### src/rtl/pipe_stage_reg.sv
// rtl/pipe_stage_reg.sv - pipeline register stage with stall/bubble control and event counters
module pipe_stage_reg #(
  parameter int                DATA_W   = 64,
  parameter int                REG_W    = 4,
  parameter int                CNT_W    = 16,
  parameter logic [3:0]        INOP     = 4'h1,
  parameter logic [3:0]        FNONE    = 4'h0,
  parameter logic [REG_W-1:0]  RNONE    = {REG_W{1'b1}},
  parameter logic [2:0]        STAT_BUB = 3'd0
) (
  input  logic              clk,
  input  logic              rst_n,
  input  logic              stall,
  input  logic              bubble,
  input  logic [2:0]        d_stat,
  input  logic [3:0]        d_icode,
  input  logic [3:0]        d_ifun,
  input  logic [DATA_W-1:0] d_valC,
  input  logic [DATA_W-1:0] d_valA,
  input  logic [DATA_W-1:0] d_valB,
  input  logic [REG_W-1:0]  d_dstE,
  input  logic [REG_W-1:0]  d_dstM,
  input  logic [REG_W-1:0]  d_srcA,
  input  logic [REG_W-1:0]  d_srcB,
  output logic [2:0]        q_stat,
  output logic [3:0]        q_icode,
  output logic [3:0]        q_ifun,
  output logic [DATA_W-1:0] q_valC,
  output logic [DATA_W-1:0] q_valA,
  output logic [DATA_W-1:0] q_valB,
  output logic [REG_W-1:0]  q_dstE,
  output logic [REG_W-1:0]  q_dstM,
  output logic [REG_W-1:0]  q_srcA,
  output logic [REG_W-1:0]  q_srcB,
  output logic              q_valid,
  output logic [CNT_W-1:0]  stall_cnt,
  output logic [CNT_W-1:0]  bubble_cnt,
  output logic              conflict
);

  logic [2:0]        r_stat;
  logic [3:0]        r_icode, r_ifun;
  logic [DATA_W-1:0] r_valC, r_valA, r_valB;
  logic [REG_W-1:0]  r_dstE, r_dstM, r_srcA, r_srcB;
  logic              r_valid;
  logic [CNT_W-1:0]  r_stall_cnt, r_bubble_cnt;
  logic              r_conflict;

  logic w_squash, w_load, w_stall_sat, w_bubble_sat;

  // Reset and an unstalled bubble both leave the stage holding a clean NOP.
  assign w_squash     = !rst_n || (!stall && bubble);
  assign w_load       = rst_n && !stall && !bubble;
  assign w_stall_sat  = &r_stall_cnt;
  assign w_bubble_sat = &r_bubble_cnt;

  always_ff @(posedge clk) begin
    if (w_squash) begin
      r_stat  <= STAT_BUB;
      r_icode <= INOP;
      r_ifun  <= FNONE;
      r_valC  <= '0;
      r_valA  <= '0;
      r_valB  <= '0;
      r_dstE  <= RNONE;
      r_dstM  <= RNONE;
      r_srcA  <= RNONE;
      r_srcB  <= RNONE;
      r_valid <= 1'b0;
    end else if (w_load) begin
      r_stat  <= d_stat;
      r_icode <= d_icode;
      r_ifun  <= d_ifun;
      r_valC  <= d_valC;
      r_valA  <= d_valA;
      r_valB  <= d_valB;
      r_dstE  <= d_dstE;
      r_dstM  <= d_dstM;
      r_srcA  <= d_srcA;
      r_srcB  <= d_srcB;
      r_valid <= 1'b1;
    end
  end

  always_ff @(posedge clk) begin
    if (!rst_n) begin
      r_stall_cnt  <= '0;
      r_bubble_cnt <= '0;
      r_conflict   <= 1'b0;
    end else if (stall) begin
      if (!w_stall_sat) r_stall_cnt <= r_stall_cnt + CNT_W'(1);
      if (bubble)       r_conflict  <= 1'b1;
    end else if (bubble) begin
      if (!w_bubble_sat) r_bubble_cnt <= r_bubble_cnt + CNT_W'(1);
    end
  end

  assign q_stat     = r_stat;
  assign q_icode    = r_icode;
  assign q_ifun     = r_ifun;
  assign q_valC     = r_valC;
  assign q_valA     = r_valA;
  assign q_valB     = r_valB;
  assign q_dstE     = r_dstE;
  assign q_dstM     = r_dstM;
  assign q_srcA     = r_srcA;
  assign q_srcB     = r_srcB;
  assign q_valid    = r_valid;
  assign stall_cnt  = r_stall_cnt;
  assign bubble_cnt = r_bubble_cnt;
  assign conflict   = r_conflict;

endmodule

### config.mk
export PLATFORM = sky130hd
export DESIGN_NAME = pipe_stage_reg
export DESIGN_NICKNAME = d
export VERILOG_FILES = /design/src/rtl/pipe_stage_reg.sv
export SDC_FILE = /design/constraint.sdc
export NUM_CORES = 1
export LEC_CHECK = 0
export ABC_AREA = 1
export CORE_MARGIN = 10
export CORE_UTILIZATION = 35
export DETAILED_ROUTE_END_ITERATION = 6
export GPL_ROUTABILITY_DRIVEN = 0
export PLACE_DENSITY = 0.72
export SYNTH_ARGS = -nofsm -noshare
export SYNTH_HDL_FRONTEND = slang
export SYNTH_SLANG_ARGS = --single-unit
### constraint.sdc
create_clock -name clk -period 1.55 [get_ports clk]
set_input_delay 0.155 -clock clk [delete_from_list [all_inputs] [get_ports clk]]
set_output_delay 0.155 -clock clk [all_outputs]
set_load 0.02 [all_outputs]
Word-level counts from Yosys, hierarchy flattened:

Cells that the tools add are included.

* register bits after elaboration: 253
* bits of input ports: 223
* output and inout bits: 253
* logic and storage cells: 31

* $add $sub $neg: 2
* bitwise gates (word level): 3
* reductions and logical operators: 12

Operators by type and width (count)
* 16-bit by 1-bit adder with 16-bit output (second input constant): 2
* 16-bit AND reduction: 2
* 2-bit AND reduction: 2
* 1-bit logical AND: 3
* 1-bit logical NOT: 3
* 1-bit NOT: 3
* 3-bit AND reduction: 1
* 1-bit logical OR: 1

Logic depth before layout (Yosys ltp):

* word-level depth: 3
* depth in mapped cells: 10
* depth with buffers taken out: 10

Worst setup path before layout:

No wires, ideal clock.

* path kind: reg-to-reg
* start: register r_bubble_cnt[0] (netlist: bubble_cnt[0])
* end: register r_bubble_cnt[10] (netlist: bubble_cnt[10])
* setup time: 0.136 ns
* arrival: 1.477 ns
* required time: 1.414 ns
* setup slack: -0.063 ns
* cell stages (with the launch flop): 10
* path buffers: 1
* clock period less this slack: 1.613 ns
* cells stage by stage: dfxtp_1 -> ha_1 -> inv_1 -> nor2_1 -> nand2_1 -> nor2_2 -> nor2_4 -> buf_6 -> nand2_1 -> a21oi_2

* word-level cells in the longest chain between the ends: 3
* elaborated cells on any way between the ends: 4
* those cells by class: add/sub (1); bitwise (1); reduce/logical (2)

Ends and longest elaborated chain
* from (decl): line 46 `logic [CNT_W-1:0] r_stall_cnt, r_bubble_cnt;`
* from (signal assigned): line 94 `if (!w_bubble_sat) r_bubble_cnt <= r_bubble_cnt + CNT_W'(1);`
* branches (longest 3 deep; another with 16-bit by 1-bit adder with 16-bit output)

Parallel ways; which one is timed is not known.
A chain may end at the register's enable or synchronous reset.

Worst setup path in the final report:

* start: register r_stall_cnt[9] (netlist: stall_cnt[9])
* end: output port stall_cnt[9]

RTL lines
* from (decl): line 46
* from (signal assigned): line 91 `if (!w_stall_sat) r_stall_cnt <= r_stall_cnt + CNT_W'(1);`
* to (decl): line 36 `output logic [CNT_W-1:0] stall_cnt,`

No word-level cell between the ends.

==> results.yml <==
die:
  coreArea_um2: 26800
  start_util: 0.354
  die_h_um: 185
  ios: 476
  fp.dieW_um: 185
  row_count: 60
  dieArea_um2: 34100
power_and_ir_drop:
  p_clk_frac: 0.400
  total_power_mw: 16.3
  p_int_mw: 12.0
  switchingPower_mw: 4.30
  ir_drop_mv: 0.743
  p_sw_frac: 0.264
  power_frac_seq: 0.438
  power_frac_comb: 0.162
  power_density_nw_per_um2: 1040
  static-leakage-power_nw: 7.31
yosys:
  synth.area.top_cells: "dfxtp_1 53%, nor2_1 18%, o21ai_0 9.9%, nand2_1 4.7%, nand3_1 2.3%"
  synth_top_area_cell: "dfxtp_1"
  yosys_warnings: 0
  syn_area_per_cell_um2: 7.59
  ys_seq_area_frac: 0.534
  synth.most_common_cell: "nor2_1"
  synth_edf_count: 0
  synth_common_cells: "460 x nor2_1, 253 x dfxtp_1, 187 x o21ai_0, 119 x nand2_1, 43 x nand3_1"
  synth.top_cell.area_share: 0.534
  synth_area_um2: 9480
  synthArstFlopShare: 0
  ys_ff_latch: 253
  yosys_most_used_dff: "dfxtp_1"
  synth_cell_types: 27
  syn_nets: 1475
  syn_inst: 1250
final_layout:
  n_antenna_cell: 0
  area_growth_pct: 64.6
  multi_input_area_um2: 3950
  layout.area.seq_um2: 5070
  drive_above_1_share: 0.0929
  nets: 1969
  fill_cells: 2525
critical_path:
  cp.required_ps: 1390
  cp_slowest_cell: "dfxtp_1"
  cp-start-kind: "flop"
  path_cells: "dlygate4sd2_1"
  worst_setup_path_end_kind: "primary output"
  cp_data_arrival_time_ps: 1350
  worstPathMaxFanout: 6
  reg2reg_slack_ps: 100
  cp_top_family: "flip-flops"
  crit_type: "reg2out"
  slowest_delay_ps: 450
  critical_path_buf_inv_count: 1
sta:
  hold_viol_final: 0
  fin_crit_sh: 0.973
  setup_viol: 0
  final_max_slew_viol_count: 0
  worst_pin_slew_ps: 369
  rsz0062_at_grt: "true"
  relSlewSlack: 0.753
  post-route-min-period_ps: 1510
  timing.fmax_mhz: 663
  fin_skew_ps: 12.6
  finalSetupTns_ps: 0
place:
  io_buffers: 475
  dp_hpwl_um: 28400
detailed_routing:
  first_pass_iters: 4
  vias: 9986
  drc: 0
  routed_via_density: 4.74
  ant_nets: 0
  drtIter0Drc: 490
  drt_wl_total_um: 37300
  wl_per_cell_um: 17.7
clocking:
  cts_buffer_depth: 3
  cts_made_buffers: 28
  worstSkewPairLatency_ps: 540
  clk_pin_slew_worst_paths_ps: 60
  cts_tree: "done"
  clock_sinks: 253
  ctsHoldBuffers: 0
  root_buffer: "clkbuf_16"
  cts_htree_levels: 1
global_routing:
  grt_max_degree: 76
  grtUsageTotal: 0.206
  grt_antenna_before_repair: 1
  grt_pass1_vias: 9997
  overflow: 0
  grt_pass1_wl_um: 56400
hold_path:
  hold_class: "in2reg"
run:
  drv_cap: 0
status:
  status: "completed"
per-stage QoR:
stage          cells   util  hold WS [ps]  setup WS (ps)  cell area (um2)
2_1_floorplan   1250      -           268           58.9             9480
3_5_place_dp    2053  0.558           452           -171            15000
3_3_place_gp    2053  0.558           447           -133            15000
4_1_cts         2105  0.581           157         0.0878            15600
5_1_grt         2107  0.582           187          -31.1            15600
6_report        2107  0.582           182           41.6            15600
area by class of cell:
class / instances / area share
clock buffers: 40 / 0.0524
clock inverters: 12 / 0.00593
inverters: 26 / 0.00641
multi-input cells: 894 / 0.253
flip-flops and latches: 253 / 0.325
well taps: 341 / 0.0273
repair buffers: 541 / 0.330
path summary, 6_finish.rpt:
check          startpoint      endpoint  cells past startpoint
max reg2reg  stall_cnt[9]  stall_cnt[2]                      8
max          stall_cnt[9]  stall_cnt[9]                      1
min reg2reg     q_dstM[3]     q_dstM[3]                      2
min             d_srcA[2]     q_srcA[2]                      3
metal layers:
metal / global-route usage / vias to the layer above / share of wire
met3: 0.0858 / 53 / 0.10
met4: 0.0597 / 2 / 0.026
met1: 0.217 / 4576 / 0.38
met2: 0.366 / 356 / 0.49
met5: 0 / - / 0.00035
li1: - / 4999 / -
cell families (layout without fill, tap and decap cells):
group,after synthesis,count (layout),synth area share
AO/OA/AOI/OAI,233,233,0.127
XOR/XNOR,7,7,0.00647
adder cells (fa/ha/maj),2,2,0.00264
buffers and inverters,103,619,0.0542
flip-flops,253,253,0.534
AND/OR/NAND/NOR,652,652,0.275
flip-flops by register name, summed over array words and instances, names as in the netlist:
signal / cells
bubble_cnt: 16
q_srcA: 4
q_icode: 4
q_valid: 1
conflict: 1
q_dstM: 4
q_stat: 3
q_valB: 64
q_ifun: 4
q_valA: 64
q_valC: 64
q_srcB: 4
q_dstE: 4
stall_cnt: 16
power by group through the flow:
stage	sequential, mW	combinational [mW]	clock (mW)
floorplan	7.77	0.628	0
global placement	7.25	2.91	0
detailed placement	7.26	2.93	0
CTS	7.12	2.66	6.67
global route	7.16	2.85	6.92
finish	7.12	2.63	6.50
cells in the final DEF (no fill, tap or decap), types with 5 or more instances in the layout:
cell / instances
nand4_1: 5
clkdlybuf4s50_1: 222
clkinv_2: 8
buf_4: 49
dfxtp_1: 247
clkbuf_8: 5
dfxtp_2: 6
inv_1: 21
clkbuf_1: 6
clkbuf_16: 29
nor2_1: 457
a21oi_1: 17
buf_12: 17
a21oi_2: 7
nor2_2: 7
o21ai_0: 187
nand3_1: 43
nand2_1: 116
clkdlybuf4s15_1: 7
nand2_2: 8
o21ai_1: 20
nor2_4: 7
dlygate4sd2_1: 240
what timing repair did:
| item | 4_1_cts | 5_1_grt |
|---|---|---|
| setup buffers | 0 | 2 |
| endpoints found under the setup margin | 253 | 41 |
| gates resized for setup | 263 | 24 |
| pin swaps | 0 | 5 |
Power figures use the tool's default switching activity.
